--- src/rtl/hazard_stall_ctrl.sv ---
// hazard_stall_ctrl
//   Pipeline interlock controller for the 5-stage core. It covers the hazards
//   the forwarding unit cannot resolve:
//     - load-use dependency     -> one-cycle bubble into ID/EX
//     - multi-cycle dmem access -> full back-end freeze with timeout watchdog
//     - taken branch/jump       -> flush IF/ID and ID/EX
//
// Parameters
//   WAIT_TIMEOUT  max consecutive MEM wait cycles before the sticky error (>=1)
//   CNT_W         performance counter width (present only with HAZARD_PERF_EN)
//
// Ports
//   clk, rst_n                   clock, synchronous active-low reset
//   id_rs1/id_rs2                source registers of the instruction in ID
//   id_uses_rs1/id_uses_rs2      ID instruction really reads rs1/rs2
//   idex_rd, idex_memread        destination / load flag of the EX instruction
//   branch_taken                 EX resolved a taken branch/jump this cycle
//   dmem_req, dmem_ready         MEM-stage data memory handshake
//   pc_write, ifid_write         PC / IF-ID write enables
//   ifid_flush, idex_flush       zero IF/ID, load bubble into ID/EX
//   ex_hold                      hold ID/EX and EX/MEM
//   memwb_bubble                 write a bubble into MEM/WB
//   mem_err                      sticky memory timeout error
//   stall_cycles, flush_events   saturating perf counters (HAZARD_PERF_EN)
//
// Build option
//   HAZARD_PERF_EN  when defined, adds CNT_W and the two performance counters.

module hazard_stall_ctrl #(
    parameter int unsigned WAIT_TIMEOUT = 255
`ifdef HAZARD_PERF_EN
    ,
    parameter int unsigned CNT_W        = 32
`endif
) (
    input  logic             clk,
    input  logic             rst_n,
    input  logic [4:0]       id_rs1,
    input  logic [4:0]       id_rs2,
    input  logic             id_uses_rs1,
    input  logic             id_uses_rs2,
    input  logic [4:0]       idex_rd,
    input  logic             idex_memread,
    input  logic             branch_taken,
    input  logic             dmem_req,
    input  logic             dmem_ready,
    output logic             pc_write,
    output logic             ifid_write,
    output logic             ifid_flush,
    output logic             idex_flush,
    output logic             ex_hold,
    output logic             memwb_bubble,
    output logic             mem_err
`ifdef HAZARD_PERF_EN
    ,
    output logic [CNT_W-1:0] stall_cycles,
    output logic [CNT_W-1:0] flush_events
`endif
);

    localparam int unsigned CW = $clog2(WAIT_TIMEOUT + 1);
    // Counter value at which the current non-ready cycle is the last allowed one.
    localparam logic [CW-1:0] LAST_CNT = CW'(WAIT_TIMEOUT - 1);

    typedef enum logic [1:0] {
        RUN  = 2'd0,
        WAIT = 2'd1,
        ERR  = 2'd2
    } state_t;

    state_t          r_state;
    state_t          w_state_nxt;
    logic [CW-1:0]   r_wait_cnt;
    logic [CW-1:0]   w_wait_cnt_nxt;

    logic            w_load_use;
    logic            w_mem_stall;
    logic            w_freeze;
    logic            w_run_eval;

    assign w_load_use = idex_memread && (idex_rd != 5'd0) &&
                        ((id_uses_rs1 && (idex_rd == id_rs1)) ||
                         (id_uses_rs2 && (idex_rd == id_rs2)));

    // A dropped request while waiting counts as completion, so no extra term.
    assign w_mem_stall = dmem_req && !dmem_ready;

    always_comb begin
        w_state_nxt    = r_state;
        w_wait_cnt_nxt = r_wait_cnt;
        w_freeze       = 1'b0;
        w_run_eval     = 1'b0;
        pc_write       = 1'b1;
        ifid_write     = 1'b1;
        ifid_flush     = 1'b0;
        idex_flush     = 1'b0;
        ex_hold        = 1'b0;
        memwb_bubble   = 1'b0;
        mem_err        = 1'b0;

        unique case (r_state)
            RUN: begin
                if (w_mem_stall) begin
                    w_freeze       = 1'b1;
                    w_wait_cnt_nxt = CW'(1);
                    // With a timeout of one, the first non-ready cycle already expires it.
                    w_state_nxt    = (WAIT_TIMEOUT <= 1) ? ERR : WAIT;
                end else begin
                    w_run_eval     = 1'b1;
                    w_wait_cnt_nxt = '0;
                end
            end
            WAIT: begin
                if (w_mem_stall) begin
                    w_freeze = 1'b1;
                    if (r_wait_cnt >= LAST_CNT) begin
                        w_state_nxt = ERR;
                    end else begin
                        w_wait_cnt_nxt = r_wait_cnt + CW'(1);
                    end
                end else begin
                    // Release in the ready cycle itself; pending branch/load-use act now.
                    w_run_eval     = 1'b1;
                    w_state_nxt    = RUN;
                    w_wait_cnt_nxt = '0;
                end
            end
            ERR: begin
                w_freeze = 1'b1;
                mem_err  = 1'b1;
            end
            default: begin
                w_state_nxt    = RUN;
                w_wait_cnt_nxt = '0;
            end
        endcase

        if (w_freeze) begin
            pc_write     = 1'b0;
            ifid_write   = 1'b0;
            ex_hold      = 1'b1;
            memwb_bubble = 1'b1;
        end else if (w_run_eval) begin
            if (branch_taken) begin
                // Squashing ID makes any simultaneous load-use irrelevant.
                ifid_flush = 1'b1;
                idex_flush = 1'b1;
            end else if (w_load_use) begin
                pc_write   = 1'b0;
                ifid_write = 1'b0;
                idex_flush = 1'b1;
            end
        end

        if (!rst_n) begin
            pc_write     = 1'b0;
            ifid_write   = 1'b0;
            ifid_flush   = 1'b1;
            idex_flush   = 1'b1;
            ex_hold      = 1'b0;
            memwb_bubble = 1'b1;
            mem_err      = 1'b0;
        end
    end

    always_ff @(posedge clk) begin
        if (!rst_n) begin
            r_state    <= RUN;
            r_wait_cnt <= '0;
        end else begin
            r_state    <= w_state_nxt;
            r_wait_cnt <= w_wait_cnt_nxt;
        end
    end

`ifdef HAZARD_PERF_EN
    logic [CNT_W-1:0] r_stall_cycles;
    logic [CNT_W-1:0] r_flush_events;

    always_ff @(posedge clk) begin
        if (!rst_n) begin
            r_stall_cycles <= '0;
            r_flush_events <= '0;
        end else begin
            if (!pc_write && (r_stall_cycles != '1)) begin
                r_stall_cycles <= r_stall_cycles + CNT_W'(1);
            end
            if (ifid_flush && (r_flush_events != '1)) begin
                r_flush_events <= r_flush_events + CNT_W'(1);
            end
        end
    end

    assign stall_cycles = r_stall_cycles;
    assign flush_events = r_flush_events;
`endif

endmodule

--- config.mk ---
export PLATFORM = sky130hd
export DESIGN_NAME = hazard_stall_ctrl
export DESIGN_NICKNAME = d
export VERILOG_FILES = /design/src/rtl/hazard_stall_ctrl.sv
export SDC_FILE = /design/constraint.sdc
export NUM_CORES = 1
export LEC_CHECK = 0
export BUFFER_PORTS_ARGS = -buffer_cell sky130_fd_sc_hd__buf_2
export CAP_MARGIN = 10
export CORE_MARGIN = 1.5
export CORE_UTILIZATION = 40
export CTS_CLUSTER_DIAMETER = 40
export DETAILED_ROUTE_END_ITERATION = 8
export PLACE_DENSITY = 0.83
export SETUP_SLACK_MARGIN = 0.5
export SLEW_MARGIN = 20
export SYNTH_ARGS = -nofsm -noshare
export SYNTH_HDL_FRONTEND = slang
export SYNTH_SLANG_ARGS = --single-unit
export TNS_END_PERCENT = 50
--- constraint.sdc ---
create_clock -name clk -period 1.55 [get_ports clk]
set_clock_uncertainty 0.15 [all_clocks]
set_input_delay 0.155 -clock clk [delete_from_list [all_inputs] [get_ports clk]]
set_output_delay 0.155 -clock clk [all_outputs]
set_load 0.02 [all_outputs]
# Word-level counts from Yosys, hierarchy flattened
# Cells that the tools add are included.
# op_classes
addsub	1
n_mul	0
n_div	0
magnitude_cmp	1
n_eq_ne	7
shifts	0
muxes	31
n_bitwise	1
n_reduce_logical	12
# ops
cell	count
$pmux W8 S3	1
$mux W1	23
$mux W8	2
$eq A5 B5 Y1	2
$add A8 B1 Y8 const B	1
$ge A8 B8 Y1 const B	1
$mux W2	3
$ne A3 B3 Y1 const B	2
$pmux W2 S3	1
$logic_and A1 B1 Y1	5
$reduce_bool A5 Y1	1
$reduce_and A3 Y1	1
$eq A2 B1 Y1 const B	1
$eq A2 B2 Y1 const B	1
$logic_not A2 Y1	1
$ne A2 B2 Y1 const B	1
$pmux W1 S2	1
$reduce_and A2 Y1	1
$reduce_or A2 Y1	1
$logic_not A1 Y1	1
$logic_or A1 B1 Y1	1
$not A1 Y1	1
# totals
regBits	10
latch_bits	0
ramBits	0
mem_bits_ro	0
elab_cells	55
memories	0

# Depth between registers and ports, before layout
# logic_depth
depth_word	9
mapped_depth	6
mapped_depth_nobuf	6

# Worst setup path after synthesis
# Ideal clock, no wire load.
# synth_timing
kind	register to register
start	reg r_wait_cnt[0]
end	reg r_wait_cnt[4]
arrival_ns	1.490
required_ns	1.341
path_slack_ns	-0.149
stages_incl_launch_ff	7
n_path_buf	0
period_less_slack_ns	1.699
cell_sequence	dfxtp_1 -> inv_1 -> ha_1 -> o2111ai_1 -> nor3_2 -> or4_1 -> nand2_1
# synth_via
elab_chain_len	4
word_cells_on_any_way	7
classes_between	1 x add/sub; 1 x order compare; 1 x eq/ne; 3 x mux; 1 x reduce/logical
# synth_lines
item	line_no	text
start: declaration	73	logic [CW-1:0] r_wait_cnt;
start signal: assignment	172	r_wait_cnt <= w_wait_cnt_nxt;
$add A8 B1 Y8	119	w_wait_cnt_nxt = r_wait_cnt + CW'(1);
$mux W8	116	if (r_wait_cnt >= LAST_CNT) begin
$mux W8	114	if (w_mem_stall) begin
$pmux W8 S3	101	unique case (r_state)
# Parallel ways exist; a longest one is shown, timed or not. The select of a mux whose other input is x is not followed.
# A chain may end at the register's enable or synchronous reset.

# Worst setup path after layout
# layout_timing
start	reg r_state[1]
end	out pc_write
# layout_via
elab_chain_len	6
word_cells_on_any_way	9
classes_between	2 x eq/ne; 5 x mux; 2 x reduce/logical
# layout_lines
item	line_no	text
start: declaration	71	state_t r_state;
start signal: assignment	171	r_state <= w_state_nxt;
$eq A2 B1 Y1 / $logic_not A2 Y1 (equally long branches)	101	
$reduce_or A2 Y1 (no line)	-	
$mux W1	-	
$mux W1	143	end else if (w_run_eval) begin
$mux W1 *	138	if (w_freeze) begin
$mux W1 *	155	if (!rst_n) begin
end: declaration	47	output logic pc_write,
# Every way passes the cells marked *; elsewhere a longest branch is shown, timed or not.

==> impl_metrics.csv <==
group,metric,value,unit
logic_synthesis,syn_area,694,um^2
route,drc_errors,1,
route,routed_wl,2900,um
cts,cts.clk_slew.worst_paths,70,ps
sta,setup_ws,-196,ps
critical_path,endpoint_kind,"output port",
sta,hold_violations,0,
route,firstDrtPassIters,6,
route,vias,990,
critical_path,crit_fanout,4,
route,ant_nets,0,
logic_synthesis,netlist_top_cells_area,"dfxtp_1 (29%), xor2_1 (10%), o211ai_1 (5.4%)",
global_route,grt_usage,0.311,
logic_synthesis,yosys_warnings,0,
logic_synthesis,yosys_most_used_dff,"dfxtp_1",
placed_design,dpl.hpwl,1570,um
final_layout,syn_to_final_growth,86.3,%
sta,rsz0062_at_grt,"true",
logic_synthesis,synth_async_sr_flop_share,0,
placed_design,port_buffers,29,
logic_synthesis,synth_nets,108,
cts,cts_root_buffer,"clkbuf_4",
global_route,grt_pass1_vias,957,
run,cap_violations,0,
sta,fin_crit_sh,1.13,
sta,slew_headroom,0.771,
global_route,grtUsageMet2,0.559,
global_route,antenna_found_initial,0,
route,detail_route.vias_per_cell,6.23,
die,fp.coreArea,1560,um^2
logic_synthesis,ys_types,30,
cts,ctsLongestPathBuffers,2,
logic_synthesis,synthTopCellsByCount,"dfxtp_1 (10), nand2_1 (8), xor2_1 (8)",
die,io_pins,30,
sta,min_period,1750,ps
critical_path,worstPathRequired,1240,ps
global_route,globalRouteOverflowTotal,0,
power,p_per_area,512,nW/um^2
logic_synthesis,yosys.cell_count.top_type,"dfxtp_1",
logic_synthesis,synth_top_cell_by_area,"dfxtp_1",
sta,slew_violations,0,
logic_synthesis,ys_ff_latch,10,
final_layout,fill_cells,89,
final_layout,layout-drive-gt1-share,0.594,
final_layout,antenna_cells,0,
hold_path,hp-class,"input port to register",
run_status,status,"finished, violations left",
power,leakage,0.000569,uW
die,die_x,44.7,um
cts,cts_tree,"yes",
run_status,violations,"DRC, setup timing",
sta,setup_viol,13,
critical_path,startpoint_type,"register",
logic_synthesis,synth_top_area_frac,0.288,
die,initial_utilization,0.445,
global_route,busiest_layer,"met2",
global_route,gr-usage-met1,0.337,
route,routedWlPerCell,18.3,um
sta,worst_pin_slew,343,ps
sta,max_freq,573,MHz
route,first_iter_violations,45,
global_route,grt_pass1_wl,4430,um
global_route,grt_max_degree,7,
power,totalPowerFinal,663,uW
final_layout,final_util,0.830,
logic_synthesis,synth_edf_count,0,
logic_synthesis,syn_area_per_cell,8.37,um^2
cts,cts_buffers,3,
power,max-vdd-ir-drop,317,uV
die,rows,14,
cts,htreeDepth,1,
global_route,grtUsageMet3,0.0653,
critical_path,crit_type,"register to output port",
critical_path,arrival,1440,ps
die,dieArea,1990,um^2
cts,cts_hold_buf,0,
logic_synthesis,syn_inst,83,
logic_synthesis,synth_seq_area_share,0.288,
die,die_y,44.7,um
placed_design,place_congestion,0.842,
cts,clock_sinks,10,
cts,clk_latency,270,ps
final_layout,nets,169,
==> per-stage QoR <==
stage	hold slack, ps	instance area [um^2]	TNS (ps)	setup WS [ps]	cells
6_report	27.4	1290	-1580	-196	159
5_1_grt	65.0	1290	-2200	-233	159
4_1_cts	48.2	1240	-943	-132	158
3_5_place_dp	292	1030	-488	-109	144
3_3_place_gp	284	1030	-261	-72.9	144
2_1_floorplan	121	744	-122	-62.4	83
==> final timing paths <==
check / start / endpoint / slack (ps) / cells past startpoint
worst max-delay path: r_state[1]$_SDFFE_PN0P_ / pc_write / -200 / 5
worst min-delay path: rst_n / r_state[0]$_SDFFE_PN0P_ / 30 / 3
worst max register to register: r_state[1]$_SDFFE_PN0P_ / r_wait_cnt[6]$_SDFFE_PN0P_ / -170 / 5
worst min register to register: r_state[0]$_SDFFE_PN0P_ / r_wait_cnt[0]$_SDFFE_PN0P_ / 360 / 1
==> state kept, by name (all words and copies together), names as in the netlist <==
signal      flops
r_wait_cnt      8
r_state         2
==> cell families after synthesis <==
logic type,synth area share
simple gates,0.276
flops,0.288
buf+inv,0.0432
fa+ha+maj,0.0360
compound gates,0.218
xor+xnor,0.139
==> power by group <==
group | leakage [uW] | switching, uW | total (uW) | internal [uW]
registers | 0.0000838 | 4.45 | 261 | 256
clock network | 0.0000210 | 101 | 243 | 143
logic | 0.000464 | 77.4 | 159 | 81.4
==> per-layer routing <==
metal	vias up	wire [um]
met1	455	956
li1	435	-
met3	22	240
met4	0	176
met5	-	0
met2	78	1530
==> layout make-up <==
cell class / count / area [um^2] / share of cell area
Tap cell: 16 / 20.0 / 0.0155
Sequential cell: 10 / 211 / 0.163
Clock buffer: 4 / 36.3 / 0.0280
Timing Repair Buffer: 56 / 403 / 0.311
Inverter: 6 / 22.5 / 0.0174
Multi-Input combinational cell: 67 / 601 / 0.464
==> worst max-delay path: stages, from the launching register on <==
cell and delay (ps):
dfxtp_2 350, buf_6 130, a21oi_4 130, o211ai_1 120
o31a_1 300, buf_6 140
==> timing repair <==
action / 4_1_cts / 5_1_grt
gates resized for setup: 30 / 11
setup endpoints to repair: 17 / 17
setup buffers: 9 / 1
cloned: 1 / 0
pin swaps: 8 / 9
==> cell usage in the layout, fill, tap and decap left out, drive strengths merged <==
cell type / synthesis / layout
nor3: 3 / 4
o211ai: 5 / 5
dfxtp: 10 / 10
nand2b: 1 / 1
nor2: 3 / 3
a21o: 1 / 1
or4: 3 / 3
inv: 6 / 6
nor2b: 1 / 1
a221oi: 1 / 1
o31a: 1 / 1
a21oi: 6 / 6
nand3: 1 / 1
nor3b: 1 / 1
o21ai: 4 / 4
nor4: 2 / 2
or3: 3 / 3
nand4: 2 / 2
o2111ai: 1 / 1
ha: 2 / 2
o41ai: 1 / 1
buf: 1 / 56
xor2: 8 / 8
and2: 1 / 1
xnor2: 3 / 3
nand2: 8 / 8
nand4bb: 1 / 1
a31oi: 2 / 2
clkbuf: 0 / 4
a32oi: 1 / 1
(Power assumes the default switching activity.)
